[src/rtl/sccb_pkg.sv]
// Shared SCCB constants: bit count, OV7670 device IDs and responder state codes.
package sccb_pkg;

  localparam int SCCB_BITS = 8;

  // OV7670 write ID; the read ID is the same address with the R/W bit set.
  localparam logic [7:0] OV7670_WR_ID = 8'h42;
  localparam logic [7:0] OV7670_RD_ID = 8'h43;

  // Responder FSM state codes, kept as plain constants so older tools and
  // checkers can compare against raw 4-bit values.
  typedef logic [3:0] sccb_state_t;

  localparam sccb_state_t ST_IDLE      = 4'd0;
  localparam sccb_state_t ST_ID        = 4'd1;
  localparam sccb_state_t ST_ID_ACK    = 4'd2;
  localparam sccb_state_t ST_SUB       = 4'd3;
  localparam sccb_state_t ST_SUB_ACK   = 4'd4;
  localparam sccb_state_t ST_WDATA     = 4'd5;
  localparam sccb_state_t ST_WDATA_ACK = 4'd6;
  localparam sccb_state_t ST_RDATA     = 4'd7;
  localparam sccb_state_t ST_RDATA_NA  = 4'd8;
  localparam sccb_state_t ST_IGNORE    = 4'd9;

endpackage

[src/rtl/sccb_line_sync.sv]
// Synchronizes the asynchronous SIOC/SIOD pads into the system clock domain
// and turns them into one-cycle bus events: SIOC rise/fall, START and STOP.
// All events and the sampled SIOD level are registered together, so the
// consumer sees the SIOD value that belongs to each event in the same cycle.
// SYNC_STAGES must be at least 2.
module sccb_line_sync #(
  parameter int SYNC_STAGES = 2
) (
  input  logic i_clk,
  input  logic i_rst,
  input  logic i_sioc,
  input  logic i_siod,
  output logic o_sioc_rise,
  output logic o_sioc_fall,
  output logic o_start,
  output logic o_stop,
  output logic o_siod_bit
);

  logic [SYNC_STAGES-1:0] sioc_sync;
  logic [SYNC_STAGES-1:0] siod_sync;
  logic                   sioc_prev;
  logic                   siod_prev;
  logic                   sioc_s;
  logic                   siod_s;

  assign sioc_s = sioc_sync[SYNC_STAGES-1];
  assign siod_s = siod_sync[SYNC_STAGES-1];

  // Synchronizer chains (idle bus level is high) and registered edge/condition detect.
  always_ff @(posedge i_clk) begin
    if (i_rst) begin
      sioc_sync   <= '1;
      siod_sync   <= '1;
      sioc_prev   <= 1'b1;
      siod_prev   <= 1'b1;
      o_sioc_rise <= 1'b0;
      o_sioc_fall <= 1'b0;
      o_start     <= 1'b0;
      o_stop      <= 1'b0;
      o_siod_bit  <= 1'b1;
    end else begin
      sioc_sync   <= {sioc_sync[SYNC_STAGES-2:0], i_sioc};
      siod_sync   <= {siod_sync[SYNC_STAGES-2:0], i_siod};
      sioc_prev   <= sioc_s;
      siod_prev   <= siod_s;
      o_sioc_rise <= sioc_s & ~sioc_prev;
      o_sioc_fall <= ~sioc_s & sioc_prev;
      // START/STOP only count while SIOC is stable high across the SIOD edge.
      o_start     <= sioc_s & sioc_prev & siod_prev & ~siod_s;
      o_stop      <= sioc_s & sioc_prev & ~siod_prev & siod_s;
      o_siod_bit  <= siod_s;
    end
  end

endmodule

[src/rtl/sccb_responder.sv]
// SCCB target: decodes 3-phase writes and 2-phase write + 2-phase read
// transactions into a register-access port. SIOD is driven open-drain through
// an external IOBUF whose I input is tied low; o_siod_t = 0 pulls the line low.
//
// Register port: o_wr_en / o_rd_en are single-cycle strobes with no
// back-pressure. o_addr (and o_wr_data for writes) are valid in the strobe
// cycle; i_rd_data is sampled in the cycle after o_rd_en.
module sccb_responder
  import sccb_pkg::*;
#(
  parameter logic [7:0] DEVICE_ID   = OV7670_WR_ID,
  parameter int         SYNC_STAGES = 2
) (
  input  logic        i_clk,
  input  logic        i_rst,
  input  logic        i_sioc,
  input  logic        i_siod,
  output logic        o_siod_o,
  output logic        o_siod_t,
  output logic        o_wr_en,
  output logic        o_rd_en,
  output logic [7:0]  o_addr,
  output logic [7:0]  o_wr_data,
  input  logic [7:0]  i_rd_data,
  output logic        o_busy,
  output sccb_state_t o_state
);

  localparam logic [3:0] LAST_BIT   = 4'(SCCB_BITS - 1);
  localparam logic [3:0] DRIVE_DONE = 4'(SCCB_BITS);

  logic        sioc_rise;
  logic        sioc_fall;
  logic        bus_start;
  logic        bus_stop;
  logic        siod_bit;

  sccb_state_t state;
  logic [3:0]  bit_cnt;
  logic [7:0]  shift_in;
  logic [7:0]  rd_shift;
  logic [7:0]  sub_addr;
  logic        is_read;
  logic        ack_on;
  logic        rd_pend;
  logic [7:0]  in_byte;

  sccb_line_sync #(
    .SYNC_STAGES (SYNC_STAGES)
  ) u_line_sync (
    .i_clk       (i_clk),
    .i_rst       (i_rst),
    .i_sioc      (i_sioc),
    .i_siod      (i_siod),
    .o_sioc_rise (sioc_rise),
    .o_sioc_fall (sioc_fall),
    .o_start     (bus_start),
    .o_stop      (bus_stop),
    .o_siod_bit  (siod_bit)
  );

  // Byte as it stands once the current SIOC-rise bit is included.
  assign in_byte  = {shift_in[6:0], siod_bit};
  assign o_siod_o = 1'b0;
  assign o_state  = state;

  // Transaction FSM: bit counting, ACK driving, read shifting and register strobes.
  always_ff @(posedge i_clk) begin
    if (i_rst) begin
      state     <= ST_IDLE;
      bit_cnt   <= 4'd0;
      shift_in  <= 8'h00;
      rd_shift  <= 8'hFF;
      sub_addr  <= 8'h00;
      is_read   <= 1'b0;
      ack_on    <= 1'b0;
      rd_pend   <= 1'b0;
      o_siod_t  <= 1'b1;
      o_wr_en   <= 1'b0;
      o_rd_en   <= 1'b0;
      o_addr    <= 8'h00;
      o_wr_data <= 8'h00;
      o_busy    <= 1'b0;
    end else begin
      o_wr_en <= 1'b0;
      o_rd_en <= 1'b0;
      // Read data arrives one cycle after the read strobe.
      rd_pend <= o_rd_en;
      if (rd_pend) begin
        rd_shift <= i_rd_data;
      end

      if (bus_start) begin
        state    <= ST_ID;
        bit_cnt  <= 4'd0;
        is_read  <= 1'b0;
        ack_on   <= 1'b0;
        o_siod_t <= 1'b1;
        o_busy   <= 1'b1;
      end else if (bus_stop) begin
        state    <= ST_IDLE;
        ack_on   <= 1'b0;
        o_siod_t <= 1'b1;
        o_busy   <= 1'b0;
      end else begin
        case (state)
          ST_ID: begin
            if (sioc_rise) begin
              shift_in <= in_byte;
              bit_cnt  <= bit_cnt + 4'd1;
              if (bit_cnt == LAST_BIT) begin
                bit_cnt <= 4'd0;
                if (in_byte[7:1] != DEVICE_ID[7:1]) begin
                  state <= ST_IGNORE;
                end else begin
                  state   <= ST_ID_ACK;
                  is_read <= in_byte[0];
                  if (in_byte[0]) begin
                    o_rd_en <= 1'b1;
                    o_addr  <= sub_addr;
                  end
                end
              end
            end
          end

          ST_SUB: begin
            if (sioc_rise) begin
              shift_in <= in_byte;
              bit_cnt  <= bit_cnt + 4'd1;
              if (bit_cnt == LAST_BIT) begin
                bit_cnt  <= 4'd0;
                sub_addr <= in_byte;
                o_addr   <= in_byte;
                state    <= ST_SUB_ACK;
              end
            end
          end

          ST_WDATA: begin
            if (sioc_rise) begin
              shift_in <= in_byte;
              bit_cnt  <= bit_cnt + 4'd1;
              if (bit_cnt == LAST_BIT) begin
                bit_cnt   <= 4'd0;
                o_wr_en   <= 1'b1;
                o_wr_data <= in_byte;
                o_addr    <= sub_addr;
                sub_addr  <= sub_addr + 8'd1;
                state     <= ST_WDATA_ACK;
              end
            end
          end

          // ACK bit: pull low on the fall that opens it, release (or start
          // driving read data) on the fall that closes it.
          ST_ID_ACK, ST_SUB_ACK, ST_WDATA_ACK: begin
            if (sioc_fall) begin
              if (!ack_on) begin
                ack_on   <= 1'b1;
                o_siod_t <= 1'b0;
              end else begin
                ack_on   <= 1'b0;
                bit_cnt  <= 4'd0;
                o_siod_t <= 1'b1;
                if (state == ST_ID_ACK) begin
                  if (is_read) begin
                    state    <= ST_RDATA;
                    o_siod_t <= rd_shift[7];
                    rd_shift <= {rd_shift[6:0], 1'b1};
                    bit_cnt  <= 4'd1;
                  end else begin
                    state <= ST_SUB;
                  end
                end else begin
                  state <= ST_WDATA;
                end
              end
            end
          end

          ST_RDATA: begin
            if (sioc_fall) begin
              if (bit_cnt == DRIVE_DONE) begin
                o_siod_t <= 1'b1;
                state    <= ST_RDATA_NA;
              end else begin
                o_siod_t <= rd_shift[7];
                rd_shift <= {rd_shift[6:0], 1'b1};
                bit_cnt  <= bit_cnt + 4'd1;
              end
            end
          end

          // The master's NA/ACK level is not acted upon.
          ST_RDATA_NA: begin
            if (sioc_rise) begin
              state <= ST_IGNORE;
            end
          end

          default: begin
            o_siod_t <= 1'b1;
          end
        endcase
      end
    end
  end

endmodule

[config.mk]
export PLATFORM = sky130hd
export DESIGN_NAME = sccb_responder
export DESIGN_NICKNAME = d
export VERILOG_FILES = /design/src/rtl/sccb_pkg.sv /design/src/rtl/sccb_line_sync.sv /design/src/rtl/sccb_responder.sv
export SDC_FILE = /design/constraint.sdc
export NUM_CORES = 1
export LEC_CHECK = 0
export BUFFER_PORTS_ARGS = -buffer_cell sky130_fd_sc_hd__clkbuf_2
export CAP_MARGIN = 20
export CORE_AREA = 2 2 83 85
export CTS_CLUSTER_SIZE = 25
export DETAILED_ROUTE_END_ITERATION = 8
export DIE_AREA = 0 0 85 87
export PLACE_DENSITY = 0.68
export SYNTH_ARGS = -nofsm -noshare
export SYNTH_HDL_FRONTEND = slang
export SYNTH_SLANG_ARGS = --single-unit
export TNS_END_PERCENT = 30
[constraint.sdc]
create_clock -name i_clk -period 3.1 [get_ports i_clk]
set_input_delay 0.465 -clock i_clk [delete_from_list [all_inputs] [get_ports i_clk]]
set_output_delay 0.465 -clock i_clk [all_outputs]
set_load 0.02 [all_outputs]
# Word level (Yosys, flattened, before mapping)
# Cells that the tools add are included.
classes:
  bitwise_logic: 19
  n_reduce_logical: 23
  addsub: 2
  n_eq_ne: 37
  mux: 60
ops:
  columns: ["op", "n"]
  rows:
  - ["8-bit two-way mux", 19]
  - ["4-bit two-way mux", 19]
  - ["8-bit case mux with 2 select lines", 2]
  - ["4-bit by 1-bit inequality test with 1-bit output, second input constant", 6]
  - ["4-bit case mux with 6 select lines", 1]
  - ["8-bit case mux with 3 select lines", 1]
  - ["12-bit AND reduction", 2]
  - ["4-bit by 3-bit == test with 1-bit output, second input constant", 5]
  - ["4-bit by 2-bit inequality test with 1-bit output, second input constant", 5]
  - ["2-bit by 1-bit inequality test with 1-bit output, second input constant", 8]
  - ["1-bit two-way mux", 15]
  - ["2-bit inequality test, second input constant", 7]
  - ["7-bit AND reduction", 2]
  - ["1-bit NOT", 12]
  - ["4-bit case mux with 3 select lines", 1]
  - ["11-bit AND reduction", 1]
  - ["5-bit AND reduction", 2]
  - ["3-bit OR reduction", 3]
  - ["8-bit by 1-bit adder with 8-bit output, second input constant", 1]
  - ["4-bit by 2-bit == test with 1-bit output, second input constant", 2]
  - ["4-bit == test, second input constant", 2]
  - ["8-bit nonzero test", 1]
  - ["1-bit bitwise AND", 7]
  - ["7-bit by 6-bit inequality test with 1-bit output, second input constant", 1]
  - ["14 further kinds", 16]
totals:
  word_cells: 164
  reg_bits: 64
  in_bits: 12

# Logic depth before layout (Yosys ltp)
logic_depth:
  depth_word: 8
  mapped_depth: 8
  ltp_nobuf: 6

# Hierarchy
# From an unflattened synthesis, not the netlist that was laid out.
unflattened:
  cells_unflattened: 371
  area_unflattened_um2: 3119.2
modules_own_cells:
  columns: ["mod", "cells_per_inst", "seq_area_each_um2", "area_per_inst_um2", "n_inst"]
  rows:
  - ["sccb_responder", 349, 1081.0, 2819.0, 1]
  - ["sccb_line_sync", 22, 200.2, 300.3, 1]

# Worst setup path before layout
# No wires, ideal clock.
synth_timing:
  kind: "register to register"
  from: "reg state[3] (netlist: o_state[3])"
  to: "reg state[2] (netlist: o_state[2])"
  setup_time_ns: 0.119
  stages_incl_launch_ff: 7
  arrival_time_ns: 1.800
  n_path_buf: 1
  required_ns: 2.981
  setup_slack_ns: 1.181
  cell_sequence: "dfxtp_1 > buf_2 > or4b_2 > o21a_1 > and2_1 > nor3_1 > nor3_1"
synth_via:
  elab_chain_cells: 5
synth_rtl:
  columns: ["item", "line_no", "text"]
  rows:
  - ["from (decl)", "sccb_responder.sv:38", "sccb_state_t state;"]
  - ["from (signal assigned)", "sccb_responder.sv:70", "state <= ST_IDLE;"]
  - ["from (signal assigned)", "sccb_responder.sv:94", "state <= ST_ID;"]
  - ["from (signal assigned)", "sccb_responder.sv:101", "state <= ST_IDLE;"]
  - ["4-bit by 2-bit == test with 1-bit output", "sccb_responder.sv:106, sccb_responder.sv:166", null]
  - ["4-bit two-way mux", "sccb_responder.sv:166", "if (state == ST_ID_ACK) begin"]
  - ["4-bit two-way mux", "sccb_responder.sv:159", "if (!ack_on) begin"]
  - ["4-bit two-way mux", "sccb_responder.sv:158", "if (sioc_fall) begin"]
  - ["4-bit case mux with 6 select lines", "sccb_responder.sv:106", "case (state)"]
# Parallel ways exist; a longest one is shown, timed or not. The select of a mux whose other input is x is not followed.
# A chain may end at the register's enable or synchronous reset.

# Worst setup path after layout
layout_timing:
  from: "reg shift_in[2]"
  to: "reg o_addr[7]"
layout_via:
  elab_chain_cells: 3
layout_rtl:
  columns: ["item", "line_no", "text"]
  rows:
  - ["from (decl)", "sccb_responder.sv:40", "logic [7:0] shift_in;"]
  - ["from (signal assigned)", "sccb_responder.sv:109", "shift_in <= in_byte;"]
  - ["from (signal assigned)", "sccb_responder.sv:129", "shift_in <= in_byte;"]
  - ["from (signal assigned)", "sccb_responder.sv:142", "shift_in <= in_byte;"]
  - ["7-bit by 6-bit inequality test with 1-bit output", "sccb_responder.sv:113", "if (in_byte[7:1] != DEVICE_ID[7:1]) begin"]
  - ["2-bit inequality test (no source line)", null, null]
  - ["11-bit AND reduction (no source line)", null, null]
  - ["to (signal assigned)", "sccb_responder.sv:120", "o_addr <= sub_addr;"]
  - ["to (signal assigned)", "sccb_responder.sv:134", "o_addr <= in_byte;"]
  - ["to (signal assigned)", "sccb_responder.sv:148", "o_addr <= sub_addr;"]
  - ["to (decl)", "sccb_responder.sv:22", "output logic [7:0] o_addr,"]
# Every way passes these cells.

==> run_results.csv <==
group,metric,value,unit
floorplanning,rows,30,
timing,hold_viol,0,
routing,wl,6830,um
power,combPwrFrac,20.1,%
run_status,status,"completed",
place,globalplace.congestion,0.836,
timing,hold_slack,0.302,ns
power,swShare,30.9,%
yosys,ys_ff_latch,64,
cells_and_area,diodes,0,
clock_network,cts.sinks,64,
routing,ant_nets,0,
yosys,yosysWarnings,0,
grt,grt_util_all_layers,19.7,%
routing,viasPerCell,5.75,
cells_and_area,final_cell_mix,"dfxtp_1 (64), nor2_1 (40), clkbuf_2 (35), mux2i_1 (33), nand2_1 (18)",
job,max_cap_viol_count,0,
timing,maxSlewViolCount,0,
cells_and_area,drive_above_1_share,21.3,%
yosys,synth_edf_count,0,
yosys,synth_cell_type_count,59,
floorplanning,core,6570,um^2
clock_network,clk_pin_slew_worst_paths,0.07,ns
power,leakagePower,0.00134,uW
timing,setup_tns,0,ns
power,powerDensity,578,nW/um^2
clock_network,cts_resized,0,
cells_and_area,syn_to_final_growth,12.3,%
timing,worst_pin_slew,0.738,ns
floorplanning,die_height,87,um
timing,setup_viol,0,
clock_network,post_cts_buffers,0,
yosys,syn-num-nets,364,
yosys,postSynthCellCount,349,
setup_path,critical_path_required,3.34,ns
cells_and_area,fillCellCount,624,
timing,fin_crit_sh,78.1,%
setup_path,end_kind,"flip-flop",
yosys,netlist_area,3140,um^2
power,clkPwrFrac,35.1,%
floorplanning,die_x,85,um
setup_path,cp_max_fo,16,
setup_path,cp_data_arrival_time,2.66,ns
clock_network,cts_tree,"done",
cells_and_area,final_nets,390,
yosys,async_reset_ff_share,0,%
floorplanning,initial_core_util,47.7,%
grt,grt_overflow_total,0,
cells_and_area,final_common_cell,"dfxtp_1",
grt,grt_max_degree,42,
setup_path,worstSetupPathType,"reg -> reg",
timing,fin_skew,0.00599,ns
setup_path,start_kind,"flip-flop",
clock_network,postCtsHoldBufs,0,
timing,period_needed,2.42,ns
routing,drc,0,
routing,vias,2644,
grt,antenna_found_initial,0,
routing,wl_per_cell,14.8,um
timing,max_freq,413,MHz
yosys,syn_avg_cell_area,8.98,um^2
routing,first_pass_iters,5,
place,dp_hpwl,4660,um
clock_network,h-tree-depth,3,
timing,slew_headroom,50.4,%
floorplanning,ioPinCount,37,
power,switchingPower,629,uW
power,peakVddDrop,352,uV
grt,grt_pass1_vias,2460,
worst_hold_path,min_path_type,"in -> reg",
grt,grt_first_pass_wirelength,11800,um
timing,rsz0062_at_grt,"false",
place,io_buffers,35,
clock_network,numCtsBuffers,9,
power,pwr-share-seq,44.8,%
clock_network,root_buffer,"clkbuf_8",
cells_and_area,post-route-util,53.6,%
yosys,synth_ff_type,"dfxtp_1",
power,internal_power,1410,uW
routing,drt_iter0_markers,208,
floorplanning,dieArea,7400,um^2
yosys,seq_area_frac_synth,40.9,%
clock_network,clk_latency,0.34,ns
clock_network,clockBufferDepth,2,
## power by group through the flow
stage	clock (uW)	combinational (uW)	sequential, uW
final	714	409	913
after detailed placement	0	404	929
after global routing	764	453	920
after floorplan	0	320	913
after CTS	730	405	911
after global placement	0	398	928
## registers in the layout, summed over array words and instances, names as in the netlist, 2 cells and up
name	count
o_addr	8
o_wr_data	8
rd_shift	8
sub_addr	8
shift_in	7
bit_cnt	4
o_state	4
u_line_sync.sioc_sync	2
u_line_sync.siod_sync	2
## synthesized netlist by cell type, types with 8 or more instances
cell,count,share of area [%]
a21oi_1,8,1.3
nand2_1,18,2.2
clkbuf_1,13,1.6
o21ai_0,12,1.9
nor2_1,40,4.8
dfxtp_1,64,41
mux2i_1,33,11
inv_1,8,0.96
mux2_2,8,2.9
nor3_1,13,2.1
nand3_1,8,1.3
a211oi_1,10,2.4
nand2b_1,8,1.6
## cell type report
type	instances	area, um^2	share of cell area, %
clock buffers	11	141	4.02
flip-flops and latches	64	1280	36.4
well taps	80	100	2.84
multi-input cells	253	1710	48.5
clock inverters	5	56.3	1.60
inverters	8	30.0	0.853
repair buffers	39	205	5.83
## cells by family (layout without fill, tap and decap cells)
| logic type | count (synthesis) | in the layout | synth area share, % |
|---|---|---|---|
| and+or+nand+nor | 137 | 137 | 23.3 |
| AOI/OAI and AO/OA | 69 | 69 | 15.6 |
| DFF | 64 | 64 | 40.9 |
| muxes | 41 | 41 | 13.4 |
| buffers and inverters | 32 | 63 | 4.95 |
| adders and majority gates | 3 | 3 | 1.20 |
| xor gates and xnor gates | 2 | 2 | 0.559 |
| other | 1 | 1 | 0.120 |
## metrics by stage
| step | power (uW) | std cells | setup WS, ns | cell area [um^2] |
|---|---|---|---|---|
| 2_1_floorplan | 1230 | 349 | 1.18 | 3140 |
| 3_3_place_gp | 1330 | 444 | 0.824 | 3320 |
| 3_5_place_dp | 1330 | 444 | 0.769 | 3320 |
| 4_1_cts | 2050 | 460 | 0.687 | 3520 |
| 5_1_grt | 2140 | 460 | 0.536 | 3520 |
| 6_report | 2040 | 460 | 0.679 | 3520 |
## path summary, 6_finish.rpt
check                                            from                                  end  slack (ns)  cells past startpoint
setup / recovery             shift_in[2]$_SDFFE_PP0P_               o_addr[7]$_SDFFE_PP0P_        0.68                      5
hold / removal                                 i_siod  u_line_sync.siod_sync[0]$_SDFF_PP1_        0.30                      2
setup reg to reg             shift_in[2]$_SDFFE_PP0P_               o_addr[7]$_SDFFE_PP0P_        0.68                      5
hold reg to reg   u_line_sync.sioc_sync[0]$_SDFF_PP1_  u_line_sync.sioc_sync[1]$_SDFF_PP1_        0.41                      1
## worst max-delay path, cell delays in order (launching register included)
cell	delay, ns
dfxtp_1	0.36
or4_1	0.67
o31ai_1	0.34
and3_1	0.59
nor2_1	0.09
a211oi_1	0.26
## per-layer routing
layer / part of all wire (%) / routed length, um / global-route usage, %
met1: 49 / 3360 / 28.2
met2: 43 / 2940 / 28.3
met3: 5.6 / 385 / 4.55
met4: 2.1 / 143 / 8.23
met5: 0 / 0 / 0
Power figures use the tool's default switching activity.
